$ cat src/rtl/tt_slot_scheduler.sv
// TDMA slot scheduler: steps through slots, stamps time and sequence into the
// payload RAM in owned slots, then launches a UDP frame and waits until it is sent.
module tt_slot_scheduler #(
    parameter int unsigned          SLOT_CYCLES = 1000,
    parameter int unsigned          NUM_SLOTS   = 4,
    parameter logic [NUM_SLOTS-1:0] OWN_MASK    = 4'b0101,
    parameter logic [8:0]           STAMP_ADDR  = 9'd2,
    parameter logic [31:0]          SYNC_OFFSET = 32'd3,
    localparam int unsigned         IW          = $clog2(NUM_SLOTS)
) (
    input  logic          clk,
    input  logic          reset_n,
    input  logic          rx_wea,
    input  logic [8:0]    rx_addr,
    input  logic [31:0]   rx_din,
    output logic          ram_wea,
    output logic [8:0]    ram_addr,
    output logic [31:0]   ram_din,
    output logic          tx_start,
    input  logic          tx_busy,
    input  logic          sync_valid,
    input  logic [31:0]   sync_time,
    output logic [31:0]   local_time,
    output logic [IW-1:0] slot_idx,
    output logic [31:0]   tx_seq,
    output logic          missed_slot
);

    localparam logic [15:0] SLOT_LAST = 16'(SLOT_CYCLES - 1);

    typedef enum logic [2:0] {
        IDLE, STAMP_TS, STAMP_SEQ, START, WAIT_BUSY, WAIT_DONE
    } state_t;

    typedef struct packed {
        logic        wea;
        logic [8:0]  addr;
        logic [31:0] din;
    } ram_wr_t;

    state_t        state;
    logic [15:0]   slot_cnt;
    logic [31:0]   ts_latch;
    logic          slot_begin;
    logic          slot_end;
    logic          busy_next;
    logic [IW-1:0] next_idx;
    ram_wr_t       ram_wr;

    assign slot_begin = (slot_cnt == 16'd0);
    assign slot_end   = (slot_cnt == SLOT_LAST);
    assign next_idx   = slot_idx + IW'(1);
    // FSM will still be mid-sequence next cycle; lets missed_slot line up with slot_begin.
    assign busy_next  = (state != IDLE) && !(state == WAIT_DONE && !tx_busy);

    always_ff @(posedge clk) begin
        if (!reset_n) begin
            state       <= IDLE;
            slot_cnt    <= '0;
            slot_idx    <= '0;
            local_time  <= '0;
            tx_seq      <= '0;
            ts_latch    <= '0;
            tx_start    <= 1'b0;
            missed_slot <= 1'b0;
        end else begin
            slot_cnt    <= slot_end ? 16'd0 : slot_cnt + 16'd1;
            if (slot_end)
                slot_idx <= next_idx;
            local_time  <= sync_valid ? sync_time + SYNC_OFFSET : local_time + 32'd1;
            missed_slot <= slot_end && OWN_MASK[next_idx] && busy_next;
            tx_start    <= 1'b0;

            case (state)
                IDLE: if (slot_begin && OWN_MASK[slot_idx]) begin
                    state    <= STAMP_TS;
                    ts_latch <= local_time;
                end
                STAMP_TS:  if (!rx_wea) state <= STAMP_SEQ;
                STAMP_SEQ: if (!rx_wea) begin
                    state    <= START;
                    tx_start <= 1'b1;
                end
                START:     state <= WAIT_BUSY;
                WAIT_BUSY: if (tx_busy) state <= WAIT_DONE;
                WAIT_DONE: if (!tx_busy) begin
                    state  <= IDLE;
                    tx_seq <= tx_seq + 32'd1;
                end
                default:   state <= IDLE;
            endcase
        end
    end

    // Receive path always wins the RAM port; stamp states simply hold until it is free.
    always_comb begin
        ram_wr = '0;
        if (rx_wea)
            ram_wr = '{wea: 1'b1, addr: rx_addr, din: rx_din};
        else if (state == STAMP_TS)
            ram_wr = '{wea: 1'b1, addr: STAMP_ADDR, din: ts_latch};
        else if (state == STAMP_SEQ)
            ram_wr = '{wea: 1'b1, addr: STAMP_ADDR + 9'd2, din: tx_seq + 32'd1};
    end

    assign ram_wea  = ram_wr.wea;
    assign ram_addr = ram_wr.addr;
    assign ram_din  = ram_wr.din;

endmodule

$ cat config.mk
export PLATFORM = sky130hd
export DESIGN_NAME = tt_slot_scheduler
export DESIGN_NICKNAME = d
export VERILOG_FILES = /design/src/rtl/tt_slot_scheduler.sv
export SDC_FILE = /design/constraint.sdc
export NUM_CORES = 1
export LEC_CHECK = 0
export CAP_MARGIN = 20
export CORE_MARGIN = 4
export CORE_UTILIZATION = 45
export CTS_CLUSTER_DIAMETER = 200
export DETAILED_ROUTE_END_ITERATION = 16
export GPL_ROUTABILITY_DRIVEN = 0
export PLACE_DENSITY = 0.82
export SLEW_MARGIN = 20
export SYNTH_ARGS = -nofsm -noshare
export SYNTH_HDL_FRONTEND = slang
export SYNTH_SLANG_ARGS = --single-unit
$ cat constraint.sdc
create_clock -name clk -period 2.58 [get_ports clk]
set_input_delay 0.516 -clock clk [delete_from_list [all_inputs] [get_ports clk]]
set_output_delay 0.516 -clock clk [all_outputs]
set_load 0.02 [all_outputs]
# Word level (Yosys, flattened, before mapping)
# Index checks and enable logic that the tools add are counted.
# totals
inputBits	78
register_bits	119
output_inout_bits	110
wordCells	58
latchBits	0
ram_bits	0
n_memories	0
rom_bits	0
# classes
reduce_logical	15
eq_ne	11
addsub	5
n_shift	0
bitwise	2
mul	0
div_mod_pow	0
muxes	15
order_cmp	2
# ops
op	count
42-bit 2-to-1 mux	3
32-bit by 1-bit adder with 32-bit output, second input constant	2
32-bit by 2-bit adder with 32-bit output, second input constant	1
32-bit 2-to-1 mux	1
3-bit case mux with 6 select lines	1
16-bit by 1-bit adder with 16-bit output, second input constant	1
16-bit by 10-bit equality test with 1-bit output, second input constant	1
16-bit logical NOT	1
3-bit 2-to-1 mux	5
2-bit != test, second input constant	5
3-bit by 2-bit equality test with 1-bit output, second input constant	2
3-bit equality test, second input constant	2
2-bit by 3-bit less-than comparator with 1-bit output, second input constant	2
2-bit AND reduction	3
1-bit logical AND	5
5-bit AND reduction	1
1-bit binary-select mux with 2-bit select	2
3-bit by 1-bit equality test with 1-bit output, second input constant	1
3-bit logical NOT	1
1-bit 2-to-1 mux	3
3-bit nonzero test	1
2-bit by 1-bit adder with 2-bit output, second input constant	1
1-bit logical NOT	2
1-bit NOT	2
2-bit OR reduction	1

# Logic depth before layout (Yosys ltp)
# depth
depth_word	5
mapped_depth	9

# Least setup slack after synthesis
# OpenSTA, ideal clock, no wires.
# synth_timing
path_type	reg2out
startpoint	reg tx_seq[0]
endpoint	out ram_din[24]
arrival_ns	2.164
slack_ns	-0.100
path_stages_with_launch	7
path_cell_list	dfxtp_1 > ha_1 > nand3_1 > nor3_2 > nand4_1 > xor2_1 > o21ai_0
# synth_via
elab_chain_cells	4
# synth_lines
item	line	rtl
start: declaration	25	output logic [31:0] tx_seq,
start signal: assignment	88	tx_seq <= tx_seq + 32'd1;
32-bit by 1-bit adder with 32-bit output	103	ram_wr = '{wea: 1'b1, addr: STAMP_ADDR + 9'd2, din: tx_seq + 32'd1};
42-bit 2-to-1 mux	102	else if (state == STAMP_SEQ)
42-bit 2-to-1 mux	100	else if (state == STAMP_TS)
42-bit 2-to-1 mux	98	if (rx_wea)
end: declaration	18	output logic [31:0] ram_din,
# Every way passes these cells.

# Final worst setup path
# layout_timing
startpoint	reg tx_seq[3]
endpoint	out ram_din[21]
# The elaborated chain is that of the path after synthesis.

==> flow_metrics.env <==
export IMPL_status="complete, no violations"
export IMPL_path_depth=7
export IMPL_drc=0
export IMPL_ys_seq_area_share_pct=34.87
export IMPL_yosys_warnings=0
export IMPL_crit_type="reg -> out"
export IMPL_wl_per_cell_um=17.36
export IMPL_r2r_end="tx_seq[29]"
export IMPL_core_area_mm2=0.01470
export IMPL_grtUsageTotal_pct=25.28
export IMPL_fillers=1152
export IMPL_place_inst=1271
export IMPL_final_cells=1316
export IMPL_finalHoldViolations=0
export IMPL_synth_cell_types=47
export IMPL_final_nets=1205
export IMPL_antenna_diode_count=0
export IMPL_fp_dieW_um=131.2
export IMPL_regArea_mm2=0.002412
export IMPL_worst_slack_ns=0.03324
export IMPL_drv_slew=0
export IMPL_power_density_mw_per_mm2=509.5
export IMPL_critPathCaptureType="output pin"
export IMPL_area_growth_syn_to_layout_pct=49.24
export IMPL_insertion_delay_ns=0.42
export IMPL_crit_path_max_fanout=8
export IMPL_worst_slew_pin_slew_ns=0.5650
export IMPL_critPathSlowestCell="dfxtp_2"
export IMPL_ys_ff_latch=119
export IMPL_start_kind="flip-flop"
export IMPL_first_iter_violations=688
export IMPL_grt_pass1_vias=7131
export IMPL_hold_class="reg -> reg"
export IMPL_setup_violations=0
export IMPL_fp_dieH_um=131.2
export IMPL_maxSlewHeadroom_pct=61.99
export IMPL_cp_required_ns=2.06
export IMPL_crit_chain="nand4_4 > nor4_4 > buf_12 > nand2_1 > xor2_1 > o22ai_1 > buf_4"
export IMPL_synth_common_cells="dfxtp_1, nand2_1, xor2_1"
export IMPL_first_pass_iters=6
export IMPL_rows=44
export IMPL_cp_arrival_ns=2.03
export IMPL_pin_count=188
export IMPL_finalCritPeriodShare_pct=98.71
export IMPL_ctsHtreeMaxLevel=4
export IMPL_crit_path_end="ram_din[21]"
export IMPL_cp_top_family="simple AND/OR/NAND/NOR gates"
export IMPL_yosysTopAreaCell="dfxtp_1"
export IMPL_numCtsBuffers=17
export IMPL_avgSynthCellArea_um2=7.927
export IMPL_drive_gt1_share_pct=18.73
export IMPL_async_flop_share_pct=0
export IMPL_netlist_area_leader_share_pct=34.87
export IMPL_leakagePower_uw=0.003845
export IMPL_routed_wl_um=22850
export IMPL_fmax_mhz=392.7
export IMPL_clock_skew_ns=0.02006
export IMPL_rsz0062_at_grt="true"
export IMPL_start_util_pct=46.48
export IMPL_cts_path_max_buffers=2
export IMPL_vias=7523
export IMPL_synth_nets=948
export IMPL_overflow=0
export IMPL_grt_pass1_wl_um=36260
export IMPL_cts_tree="built"
export IMPL_slowest_delay_ns=0.36
export IMPL_synthCells=862
export IMPL_dp_slack_ns=-0.4419
export IMPL_clockRootBuffer="clkbuf_16"
export IMPL_peakVddDrop_v=0.0004933
export IMPL_path_buf_inv=2
export IMPL_cts_sinks=119
export IMPL_finalCriticalPeriod_ns=2.547
export IMPL_vias_per_cell=5.717
export IMPL_synth_most_common_cell="dfxtp_1"
export IMPL_die_area_mm2=0.01722
export IMPL_dpl_cell_area_mm2=0.009448
export IMPL_portBuffers=187
export IMPL_grt_max_degree=62
export IMPL_path_clk_slew_ns=0.06
export IMPL_worstReg2RegStart="tx_seq[3]"
export IMPL_syn_cell_area_mm2=0.006833
export IMPL_hpwl_um=16480
export IMPL_maxCapViolations=0
export IMPL_dominantRegCellSynth="dfxtp_1"
export IMPL_r2r_slack_ns=0.65
export IMPL_post_route_cell_area_mm2=0.01020
export IMPL_cts_hold_buf=0
export IMPL_multi_input_area_mm2=0.004304
export IMPL_antenna_found_initial=0
export IMPL_ant_nets=0
export IMPL_synthTopCellsByArea="dfxtp_1, xor2_1, nand2_1, xnor2_1, nor2_1"
export IMPL_synth_edf_count=0
export IMPL_cp_startpoint="tx_seq[3]"
export IMPL_worst_r2r_path_depth=7
-- tightest hold or removal path: cells and delay by family (launching register included) --
| family | cells | cell delay [ns] |
|---|---|---|
| AOI/OAI and AO/OA | 1 | 0.05 |
| DFF | 1 | 0.30 |
| and+or+nand+nor | 1 | 0.05 |
-- cells by family (layout without fill, tap and decap cells) --
| kind of cell | after synthesis | after routing | synth area share (%) |
|---|---|---|---|
| simple gates | 386 | 386 | 29.26 |
| compound gates | 154 | 154 | 13.66 |
| xor+xnor | 123 | 123 | 15.77 |
| flops | 119 | 119 | 34.87 |
| buf+inv | 63 | 333 | 3.662 |
| mux | 9 | 9 | 1.318 |
| fa+ha+maj | 8 | 8 | 1.465 |
-- state kept, by name, indices dropped and copies added (netlist names) --
register and count:
tx_seq 32, slot_idx 2, slot_cnt 16, ts_latch 32, missed_slot 1, state 3, local_time 32, tx_start 1
-- metal layers --
metal,track usage [%],vias to the layer above,share of wire [%]
met5,0,-,0
met4,9.160,0,2.3
met3,5.849,42,8.4
met2,39.95,372,46
met1,33.97,3527,43
li1,-,3582,-
-- how the worst min path moves through the flow --
stage,startpoint,end,slack [ns],depth (start not counted)
detailed placement,ts_latch[31],ts_latch[31],0.44,2
global placement,ts_latch[29],ts_latch[29],0.44,2
CTS,ts_latch[31],ts_latch[31],0.45,2
finish,ts_latch[31],ts_latch[31],0.45,2
global route,ts_latch[12],ts_latch[12],0.47,2
floorplan,slot_cnt[0],slot_cnt[0],0.43,1
-- report_power, final --
group	internal [uW]	total, uW	switching (uW)
registers	1910	2020	106
logic	388	836	448
clock network	1450	2340	893
-- per-stage QoR --
step | hold WS [ns] | utilization [%] | TNS, ns | power [uW]
3_3_place_gp | 0.4414 | 64.27 | -10.06 | 2873
5_1_grt | 0.4687 | 69.37 | -0.3362 | 5385
6_report | 0.4524 | 69.37 | 0 | 5195
3_5_place_dp | 0.4445 | 64.27 | -11.74 | 2887
4_1_cts | 0.4505 | 68.28 | 0 | 5212
2_1_floorplan | 0.4297 | - | 0 | 2455
-- repair_timing --
item | CTS | global route
gates cloned | 1 | 0
buffers inserted | 7 | 5
resized for setup | 145 | 60
endpoints found under the setup margin | 35 | 32
pin swaps | 6 | 9
-- layout by cell type (no fill, tap or decap), types with 40 or more instances in the layout --
cell type and instances:
xor2_1 81, clkdlybuf4s50_1 152, buf_4 101, nand4_1 40
nand2_1 106, dfxtp_1 101, a21oi_1 49, xnor2_1 41
nor2_1 76, nand3_1 42
-- layout make-up --
cell class,instances,area share [%]
clock inverter,14,1.485
inverter,15,0.5521
clock buffer,18,4.307
sequential,119,23.66
timing repair buffer,286,25.53
tap,184,2.258
multi-input combinational,680,42.21
(Power assumes the default switching activity.)
